$ cat config.mk
export PLATFORM = sky130hd
export DESIGN_NAME = hazard_sequencer
export DESIGN_NICKNAME = d
export VERILOG_FILES = /design/src/rtl/hazard_sequencer_pkg.sv /design/src/rtl/hazard_detect.sv /design/src/rtl/hazard_sequencer.sv
export SDC_FILE = /design/constraint.sdc
export NUM_CORES = 1
export LEC_CHECK = 0
export BUFFER_PORTS_ARGS = -buffer_cell sky130_fd_sc_hd__buf_2
export CORE_MARGIN = 8
export CORE_UTILIZATION = 40
export CTS_CLUSTER_SIZE = 24
export DETAILED_ROUTE_END_ITERATION = 16
export PLACE_DENSITY = 0.71
export RECOVER_POWER = 100
export SLEW_MARGIN = 5
export SYNTH_ARGS = -nofsm -noshare
export SYNTH_HDL_FRONTEND = slang
export SYNTH_SLANG_ARGS = --single-unit
$ cat constraint.sdc
create_clock -name clk -period 1.34 [get_ports clk]
set_clock_uncertainty 0.05 [all_clocks]
set_input_delay 0.134 -clock clk [delete_from_list [all_inputs] [get_ports clk]]
set_output_delay 0.134 -clock clk [all_outputs]
set_load 0.02 [all_outputs]
$ cat src/rtl/hazard_sequencer_pkg.sv
// Shared types and constants for the hazard sequencer slice.
package hazard_sequencer_pkg;

   localparam int REG_AW_DEF = 3;   // default register-address width
   localparam int CNT_W      = 16;  // width of the optional performance counters
   localparam int WDOG_W     = 8;   // watchdog width, enough for any timeout up to 255

   typedef enum logic [1:0] {
      RUN      = 2'd0,
      MEM_WAIT = 2'd1,
      ERR      = 2'd2
   } seqState_t;

endpackage

$ cat src/rtl/hazard_detect.sv
// Combinational load-use comparator: a load in EX whose destination is read by
// the instruction in ID. Register 0 is hard-wired and never creates a hazard.
module hazard_detect
   import hazard_sequencer_pkg::*;
#(
   parameter int REG_AW = REG_AW_DEF
) (
   input  logic [REG_AW-1:0] idRs,
   input  logic [REG_AW-1:0] idRt,
   input  logic              idUsesRt,
   input  logic [REG_AW-1:0] exRd,
   input  logic              exMemToReg,
   output logic              loadUse
);

   logic rsHit;
   logic rtHit;

   assign rsHit   = (exRd == idRs);
   assign rtHit   = idUsesRt && (exRd == idRt);
   assign loadUse = exMemToReg && (exRd != '0) && (rsHit || rtHit);

endmodule

$ cat src/rtl/hazard_sequencer.sv
// Pipeline hazard sequencer: memory-wait freeze with watchdog, taken-branch
// flush and one-cycle load-use stall. Optional performance counters are
// compiled in when HAZARD_PERF_CNT_EN is defined.
module hazard_sequencer
   import hazard_sequencer_pkg::*;
#(
   parameter int REG_AW      = REG_AW_DEF,
   parameter int MEM_TIMEOUT = 16
) (
   input  logic              clk,
   input  logic              rst,
   input  logic [REG_AW-1:0] id_rs,
   input  logic [REG_AW-1:0] id_rt,
   input  logic              id_uses_rt,
   input  logic [REG_AW-1:0] ex_rd,
   input  logic              ex_memtoreg,
   input  logic              ex_branch_taken,
   input  logic              mem_req,
   input  logic              mem_ready,
   output logic              pc_write,
   output logic              ifid_write,
   output logic              idex_write,
   output logic              exmem_write,
   output logic              ifid_flush,
   output logic              idex_flush,
   output logic              mem_err,
   output logic [1:0]        state_o
`ifdef HAZARD_PERF_CNT_EN
   ,
   output logic [CNT_W-1:0]  lu_stall_cnt,
   output logic [CNT_W-1:0]  br_flush_cnt,
   output logic [CNT_W-1:0]  mem_wait_cnt
`endif
);

   seqState_t         stateReg, stateNext;
   logic [WDOG_W-1:0] wdogReg, wdogNext;
   // Set after a load-use stall so that a still-visible hazard does not stall
   // a second time; only an advancing cycle consumes it.
   logic              luBlockReg, luBlockNext;
   logic              loadUse;
   logic              advance;
   logic              brFlush;
   logic              luStall;

   hazard_detect #(.REG_AW(REG_AW)) u_detect (
      .idRs       (id_rs),
      .idRt       (id_rt),
      .idUsesRt   (id_uses_rt),
      .exRd       (ex_rd),
      .exMemToReg (ex_memtoreg),
      .loadUse    (loadUse)
   );

   // Next-state, watchdog and stage-control decode; reset forces the idle outputs.
   always_comb begin
      stateNext   = RUN;
      wdogNext    = '0;
      luBlockNext = luBlockReg;
      advance     = 1'b0;
      pc_write    = 1'b1;
      ifid_write  = 1'b1;
      idex_write  = 1'b1;
      exmem_write = 1'b1;
      ifid_flush  = 1'b0;
      idex_flush  = 1'b0;
      mem_err     = 1'b0;
      case (stateReg)
         RUN: begin
            if (mem_req && !mem_ready) begin
               {pc_write, ifid_write, idex_write, exmem_write} = 4'b0000;
               stateNext = MEM_WAIT;
               wdogNext  = WDOG_W'(1);
            end else begin
               advance = 1'b1;
            end
         end
         MEM_WAIT: begin
            if (mem_ready) begin
               advance = 1'b1;
            end else begin
               {pc_write, ifid_write, idex_write, exmem_write} = 4'b0000;
               wdogNext  = (wdogReg == '1) ? wdogReg : wdogReg + 1'b1;
               stateNext = (wdogReg == WDOG_W'(MEM_TIMEOUT)) ? ERR : MEM_WAIT;
            end
         end
         ERR: begin
            // Overwrite the faulted MEM instruction with the EX one and
            // refill EX with a bubble; front end holds.
            {pc_write, ifid_write, idex_write, exmem_write} = 4'b0001;
            idex_flush = 1'b1;
            mem_err    = 1'b1;
         end
         default: begin
            {pc_write, ifid_write, idex_write, exmem_write} = 4'b0000;
         end
      endcase

      brFlush = advance && ex_branch_taken;
      luStall = advance && !ex_branch_taken && loadUse && !luBlockReg;
      if (brFlush) begin
         ifid_flush = 1'b1;
         idex_flush = 1'b1;
      end else if (luStall) begin
         pc_write   = 1'b0;
         ifid_write = 1'b0;
         idex_flush = 1'b1;
      end
      if (advance) begin
         luBlockNext = luStall;
      end

      state_o = stateReg;
      if (!rst) begin
         {pc_write, ifid_write, idex_write, exmem_write} = 4'b1111;
         ifid_flush = 1'b0;
         idex_flush = 1'b0;
         mem_err    = 1'b0;
         state_o    = RUN;
      end
   end

   // State, watchdog and stall-block registers.
   always_ff @(posedge clk) begin
      if (!rst) begin
         stateReg   <= RUN;
         wdogReg    <= '0;
         luBlockReg <= 1'b0;
      end else begin
         stateReg   <= stateNext;
         wdogReg    <= wdogNext;
         luBlockReg <= luBlockNext;
      end
   end

`ifdef HAZARD_PERF_CNT_EN
   logic [CNT_W-1:0] luCntReg, brCntReg, mwCntReg;

   // Saturating event counters for stalls, flushes and memory-wait cycles.
   always_ff @(posedge clk) begin
      if (!rst) begin
         luCntReg <= '0;
         brCntReg <= '0;
         mwCntReg <= '0;
      end else begin
         if (luStall && luCntReg != '1) luCntReg <= luCntReg + 1'b1;
         if (brFlush && brCntReg != '1) brCntReg <= brCntReg + 1'b1;
         if (stateReg == MEM_WAIT && mwCntReg != '1) mwCntReg <= mwCntReg + 1'b1;
      end
   end

   assign lu_stall_cnt = luCntReg;
   assign br_flush_cnt = brCntReg;
   assign mem_wait_cnt = mwCntReg;
`endif

endmodule

Word level (Yosys, flattened, before mapping)
Index checks and enable logic that the tools add are counted.
Storage, ports and cells
  logic and storage cells: 50
  output and inout port bits: 9
  register bits: 11
Cells by class
  eq/ne operators: 7
  add/sub/neg operators: 1
  reduce and logical (&&, ||, !) cells: 14
  multiplexer cells: 25
Operators by type and width (number)
  $mux 1: 16
  $mux 8: 2
  $pmux 8 s2: 1
  $add 8x1->8 const B: 1
  $eq 8x5->1 const B: 1
  $eq 8x8->1 const B: 1
  $logic_and 1x1->1: 8
  $eq 3x3->1: 2
  $mux 2: 3
  $pmux 2 s2: 1
  $logic_not 1->1: 3
  $ne 3x3->1 const B: 1
  $pmux 1 s3: 1
  $reduce_bool 3->1: 1
  $eq 2x1->1 const B: 1
  $eq 2x2->1 const B: 1
  $logic_not 2->1: 1
  $pmux 1 s2: 1
  $logic_or 1x1->1: 1

Depth between registers and ports, before layout
Gate-level depths: netlist (run 1).
  word-level depth: 10
  depth in mapped cells: 6

By module
From an unflattened synthesis (run 1), not the netlist that was laid out.
Second synthesis, totals
  cells, all modules: 98
  area total of the unflattened synthesis: 773.2 µm²
Modules (own cells, without submodules)
  hazard_sequencer: cells an instance 88, seq. area each 220.2 µm², area an instance 696.9 µm², times used 1
  hazard_detect: cells an instance 10, seq. area each 0.0 µm², area an instance 76.3 µm², times used 1

Worst setup path before layout (run 1)
Ideal clock, no wire load.
  kind: register -> output
  from: register stateReg[0]
  to: output port pc_write
  slack: -167 ps
  data required time: 1156 ps
  buffers on the path: 2
  arrival: 1323 ps
  stages on the path, launching flop included: 7
  cell sequence: dfxtp_1 > clkbuf_2 > nor2_1 > o21a_1 > nor2b_2 > nor2_1 > buf_4
On the way
  cells in the longest elaborated chain, start to end: 8
  elaborated cells on any way between the ends: 10
Ends and longest elaborated chain
  start, declared: RTL line hazard_sequencer.sv:36  | seqState_t stateReg, stateNext;
  start signal, assigned: RTL line hazard_sequencer.sv:130  | stateReg <= stateNext;
  $eq 2x1->1 / $logic_not 2->1 (equally long branches)
  $pmux 1 s2 (*)
  $logic_and 1x1->1 (3 in a row): RTL line hazard_sequencer.sv:100  | luStall = advance && !ex_branch_taken && loadUse && !luBlockReg;
  $mux 1
  $mux 1 (*) (2 in a row)
  end, declared: RTL line hazard_sequencer.sv:20  | output logic pc_write,
Every way passes the cells marked *; elsewhere a longest branch is shown, timed or not.

Worst setup path in the final report (run 1)
  from: register luBlockReg
  to: output port ifid_write
On the way
  cells in the longest elaborated chain, start to end: 5
Ends and longest elaborated chain
  start, declared: RTL line hazard_sequencer.sv:40  | logic luBlockReg, luBlockNext;
  start signal, assigned: RTL line hazard_sequencer.sv:132  | luBlockReg <= luBlockNext;
  $logic_not 1->1: RTL line hazard_sequencer.sv:100
  $logic_and 1x1->1: RTL line hazard_sequencer.sv:100
  $mux 1: RTL line hazard_sequencer.sv:104  | end else if (luStall) begin
  $mux 1: RTL line hazard_sequencer.sv:101  | if (brFlush) begin
  $mux 1: RTL line hazard_sequencer.sv:114  | if (!rst) begin
  end, declared: RTL line hazard_sequencer.sv:21  | output logic ifid_write,
No other way between the ends.

==> impl_metrics.tcl, run 1 <==
set metrics [dict create \
    critPathCaptureType "output port" \
    port-buffer-count 24 \
    p_int_uw 524 \
    max_cap_violations 0 \
    clk_latency_ps 280 \
    startpoint_type "flop" \
    synth_top_cell_area_share_pct 32.1 \
    antenna_found_initial 0 \
    grt.total_usage_pct 11.7 \
    final_cell_mix "buf_2, buf_4, dfxtp_2, xnor2_1, nor2_1" \
    violations "setup timing" \
    fin_crit_sh_pct 119 \
    hold_class "input pin to flop" \
    setup_violations 7 \
    drive_above_1_share_pct 53.7 \
    cts_buffer_depth 2 \
    antenna_left 0 \
    rsz0062_at_grt "yes" \
    vdd_drop_max_mv 0.437 \
    hold_viol 0 \
    worstMarginPinSlew_ps 277 \
    grt_pass1_wl_mm 3.13 \
    cts_tree "done" \
    antenna_cells 0 \
    slew_viol_final 0 \
    timing.slew.headroom_pct 81.3 \
    p_clk_share_pct 32.9 \
    utilization_pct 62.0 \
    cts.clk_slew.worst_paths_ps 70 \
    post_drt_wl_per_cell_um 14.4 \
    grt_pass1_vias 758 \
    seq_area_frac_synth_pct 32.1 \
    synth.distinct_cells 36 \
    die_area_um2 3300 \
    num_io_pins 25 \
    postLayoutCellArea_um2 1040 \
    finalSetupTns_ps -1020 \
    core.rowCount 15 \
    grt_start_max_net_pins 9 \
    reg2reg_slack_ps -10 \
    r2r_cells 5 \
    gp_congestion 0.773 \
    place_ws_ps -4.84 \
    synth_cells 83 \
    synth_area_um2 687 \
    first_pass_iters 4 \
    rr_startpoint "wdogReg[0]" \
    switching_share_pct 27.4 \
    ys.flop_type "dfxtp_1" \
    routed_via_density 5.36 \
    syn_nets 101 \
    syn_area_per_cell_um2 8.28 \
    hp-start "mem_req" \
    yosys_warnings 0 \
    p_leak_uw 0.000441 \
    setup_ws_ps -249 \
    whs_endpoint "wdogReg[0]" \
    die_x_um 57.4 \
    vias 739 \
    cts_sinks 11 \
    power_uw 722 \
    layout-area-overhead-vs-synth_pct 50.8 \
    grt_overflow 0 \
    crit_fanout 2 \
    die_h_um 57.4 \
    core_area_um2 1670 \
    required_ps 1160 \
    cts_max_level 1 \
    start_util_pct 41.1 \
    ys_seq_elements 11 \
    net-switching-power_uw 198 \
    place_hpwl_mm 1.46 \
    cts_buffers 3 \
    routed_wl_mm 1.99 \
    synth_area_leader_cell "dfxtp_1" \
    min_period_ps 1590 \
    cts_root_buffer "clkbuf_4" \
    fin_nets 140 \
    r2r_end "wdogReg[1]" \
    synthArstFlopShare_pct 0 \
    ctsHoldBuffers 0 \
    drc 0 \
    status "finished with violations" \
    synthTopCellsByArea "dfxtp_1, xnor2_1, nand3_1, nor2_1, a31oi_1" \
    fmax_mhz 629 \
    p_comb_share_pct 20.9 \
    p_per_area_nw_per_um2 697 \
    drt_iter0_drc 20 \
    worstSetupPathType "flop to output port" \
    whs_path_depth 3 \
    place_area_um2 906 \
    cp.arrival_ps 1410 \
    final_common_cell "buf_2" \
    p_seq_share_pct 46.2 \
    synth_enable_flop_cells 0 \
]
-- flip-flops by register name, indices dropped and copies added (netlist names) --
signal,cells
luBlockReg,1
stateReg,2
wdogReg,8
-- worst max path at each step --
stage	start	slack [ps]	cells after the start	endpoint
after floorplan	stateReg[0]	-30	5	exmem_write
after global placement	luBlockReg	10	6	ifid_write
after detailed placement	luBlockReg	-5	6	ifid_write
after CTS	luBlockReg	-280	6	ifid_write
after global routing	luBlockReg	-300	5	idex_flush
final	luBlockReg	-250	6	ifid_write
-- worst max-delay path, stage by stage, from the launching register on --
cell and delay [ps]:
dfxtp_2 320, and4bb_2 290, o31ai_2 70, a21oi_2 140, buf_4 150, nor2_4 40, buf_6 130
-- cell families (layout without fill, tap and decap cells) --
kind of cell	count (synthesis)	count (layout)	synth area share, %
and+or+nand+nor	36	36	30.1
AOI/OAI and AO/OA	20	20	19.9
DFF	11	11	32.1
xor gates and xnor gates	7	7	8.93
buffers and inverters	6	44	4.01
adders and majority gates	2	2	3.64
muxes	1	1	1.46
-- routing by layer --
layer	part of all wire, %	vias to the layer above	track usage, %
li1	-	380	-
met1	39	336	11.4
met2	53	20	21.2
met3	6.0	3	3.36
met4	1.4	0	7.14
met5	0	-	0
-- per-stage QoR --
step                hold WS, ps  instances
floorplan                   217         83
global placement            379        131
detailed placement          371        131
CTS                        95.7        137
global route                117        138
finish                      105        138
-- synth_stat cells, types with 2 or more instances --
cell and instances:
and2_1 2, a21oi_1 3, o21ai_0 3, a31oi_1 4
dfxtp_1 11, o21bai_1 2, inv_1 4, ha_1 2
nand2b_1 2, a22o_1 2, nand3_1 6, nand2_1 4
nor3_1 3, nor2_1 8, xnor2_1 6
-- repair_timing --
action,CTS,global route
endpoints found under the setup margin,7,15
pin swaps,6,6
resized for setup,15,18
buffers inserted,2,1
-- power by group through the flow --
stage	Combinational, µW	Clock [µW]	Sequential [µW]
2_1_floorplan	70.7	0	341
3_3_place_gp	122	0	341
3_5_place_dp	125	0	341
4_1_cts	140	231	333
5_1_grt	164	252	334
6_report	151	237	333
-- cell type report --
type	count	area [µm²]
Fill cell	148	634
Sequential cell	11	230
Inverter	4	15.0
Multi-Input combinational cell	66	509
Timing Repair Buffer	36	234
Clock buffer	4	26.3
Tap cell	17	21.3
Note: power is estimated with default switching activity, not from simulation.
==> inputs of run 2 (changes only) <==
ABC_AREA = 1   (was not set)
PLACE_DENSITY = 0.69   (was 0.71)
SETUP_SLACK_MARGIN = 0.4   (was not set)
==> impl_metrics.tcl, run 2 <==
set metrics [dict create \
    grt_pass1_wl_mm 4.51 \
    endpoint "idex_flush" \
    rsz0062_at_grt "yes" \
    setup_ws_ps -155 \
    seq_area_frac_synth_pct 25.5 \
    grt.total_usage_pct 13.8 \
    syn_area_per_cell_um2 6.09 \
    min_period_ps 1490 \
    place_ws_ps 127 \
    required_ps 1160 \
    core.rowCount 17 \
    max_cap_violations 0 \
    antenna_left 0 \
    cts_sinks 11 \
    port-buffer-count 24 \
    setup_violations 6 \
    final_cell_mix "nand2_1, inv_1, buf_2, buf_6, buf_4" \
    p_leak_uw 0.000731 \
    drive_above_1_share_pct 56.8 \
    slowest_delay_ps 370 \
    drt_iter0_drc 18 \
    vdd_drop_max_mv 0.378 \
    syn_nets 160 \
    top_register "wdogReg" \
    r2r_end "wdogReg[0]" \
    antenna_found_initial 0 \
    synth_area_leader_cell "dfxtp_1" \
    reg2reg_slack_ps 70 \
    violations "setup timing" \
    ys_seq_elements 11 \
    synth_area_um2 865 \
    grt_pass1_vias 1087 \
    ys_top_cells_by_count "nand2_1, inv_1, nor2_1, dfxtp_1, nand3_1" \
    crit_buf_inv 2 \
    cts_max_level 1 \
    rr_startpoint "stateReg[1]" \
    r2r_cells 8 \
    crit_fanout 4 \
    cts_buffers 3 \
    vias 1084 \
    n_fill_cell 167 \
    gp_congestion 0.888 \
    synth.distinct_cells 27 \
    yosys_warnings 0 \
    synth_enable_flop_cells 0 \
    dpl.cell_count 194 \
    finalSetupTns_ps -706 \
    crit_cells 6 \
    timing.slew.headroom_pct 76.6 \
    cts_root_buffer "clkbuf_4" \
    status "finished with violations" \
    largest_reg_flops 8 \
    worstMarginPinSlew_ps 351 \
    top_regs "wdogReg x8, stateReg x2, luBlockReg x1" \
    synth_cells 142 \
    layout-area-overhead-vs-synth_pct 69.0 \
    crit_family "flip-flops" \
    startpoint_type "flop" \
    routed_via_density 5.09 \
    drc 0 \
    fmax_mhz 669 \
    ctsHoldBuffers 0 \
    synth_top_cell_area_share_pct 25.5 \
    whs_path_depth 3 \
    cp.arrival_ps 1310 \
    synthTopCellsByArea "dfxtp_1, nand2_1, inv_1, nor2_1, nand3_1" \
    synthArstFlopShare_pct 0 \
    die_x_um 62.5 \
    power_uw 774 \
    clk_latency_ps 260 \
    critPathCaptureType "output port" \
    hold_class "input pin to flop" \
    start_util_pct 40.6 \
    final_common_cell "nand2_1" \
    grt_overflow 0 \
    p_per_area_nw_per_um2 529 \
    cts.clk_slew.worst_paths_ps 70 \
    slowest_stage "dfxtp_4" \
    fin_nets 204 \
    first_pass_iters 4 \
    path_cells "inv_4, nand3_4, nor2_2, nand2_2, a21oi_2, buf_6" \
    place_hpwl_mm 1.79 \
    cts_tree "done" \
    worstSetupPathType "flop to output port" \
    grt_start_max_net_pins 9 \
    post_drt_wl_per_cell_um 13.9 \
    critPathLaunch "stateReg[1]" \
    routed_wl_mm 2.97 \
    fin_crit_sh_pct 112 \
    hold_viol 0 \
    core_area_um2 2130 \
    num_io_pins 25 \
    ys.flop_type "dfxtp_1" \
    die_h_um 62.5 \
    hold_slack_ps 177 \
    die_area_um2 3910 \
    slew_viol_final 0 \
    yosysMostFrequentCell "nand2_1" \
    final_cells 213 \
    cts_buffer_depth 2 \
    antenna_cells 0 \
]
run 2: timing repair:
item | CTS | global route
resized for setup | 34 | 30
setup endpoints to repair | 20 | 20
buffers inserted | 9 | 6
pin swaps | 15 | 17
run 2: final cells by class:
cell class	instances	area (µm²)	share of cell area (%)
multi-input cells	99	707	48.4
repair buffers	41	324	22.2
flip-flops and latches	11	246	16.9
inverters	30	123	8.39
well taps	28	35.0	2.40
clock buffers	4	26.3	1.80
run 2: logic make-up (layout without fill, tap and decap cells):
| family | after synthesis | count (layout) | share of synthesized area, % |
|---|---|---|---|
| AND/OR/NAND/NOR | 85 | 85 | 49.5 |
| buffers and inverters | 32 | 75 | 14.5 |
| AO/OA/AOI/OAI | 11 | 11 | 6.66 |
| flip-flops | 11 | 11 | 25.5 |
| adder cells (fa/ha/maj) | 2 | 2 | 2.89 |
| XOR/XNOR | 1 | 1 | 1.01 |
run 2: power by group:
group | internal, µW | switching, µW | leakage (µW)
clock network | 115 | 116 | 0.0000150
logic | 95.1 | 118 | 0.000620
registers | 323 | 6.61 | 0.0000958
run 2: routing by layer:
metal / GRT usage [%] / vias up / part of all wire [%]
met2: 25.0 / 40 / 53
met4: 7.12 / 0 / 3.2
met3: 2.33 / 10 / 3.9
li1: - / 527 / -
met5: 0 / - / 0
met1: 15.0 / 507 / 40
run 2: metrics by stage:
step,area [µm²],util (%)
after floorplan,956,-
after global placement,1110,52.2
after detailed placement,1110,52.2
after CTS,1320,62.2
after global routing,1460,68.7
final,1460,68.7
run 2: tightest hold or removal path: stages:
cell	delay [ps]
buf_2	110
nand4_1	110
o22ai_1	90
run 2: how the worst min path moves through the flow:
stage                     startpoint     endpoint
after floorplan              mem_req  stateReg[0]
after global placement    luBlockReg   luBlockReg
after detailed placement  luBlockReg   luBlockReg
after CTS                    mem_req  stateReg[0]
after global routing         mem_req  stateReg[0]
final                        mem_req  stateReg[0]
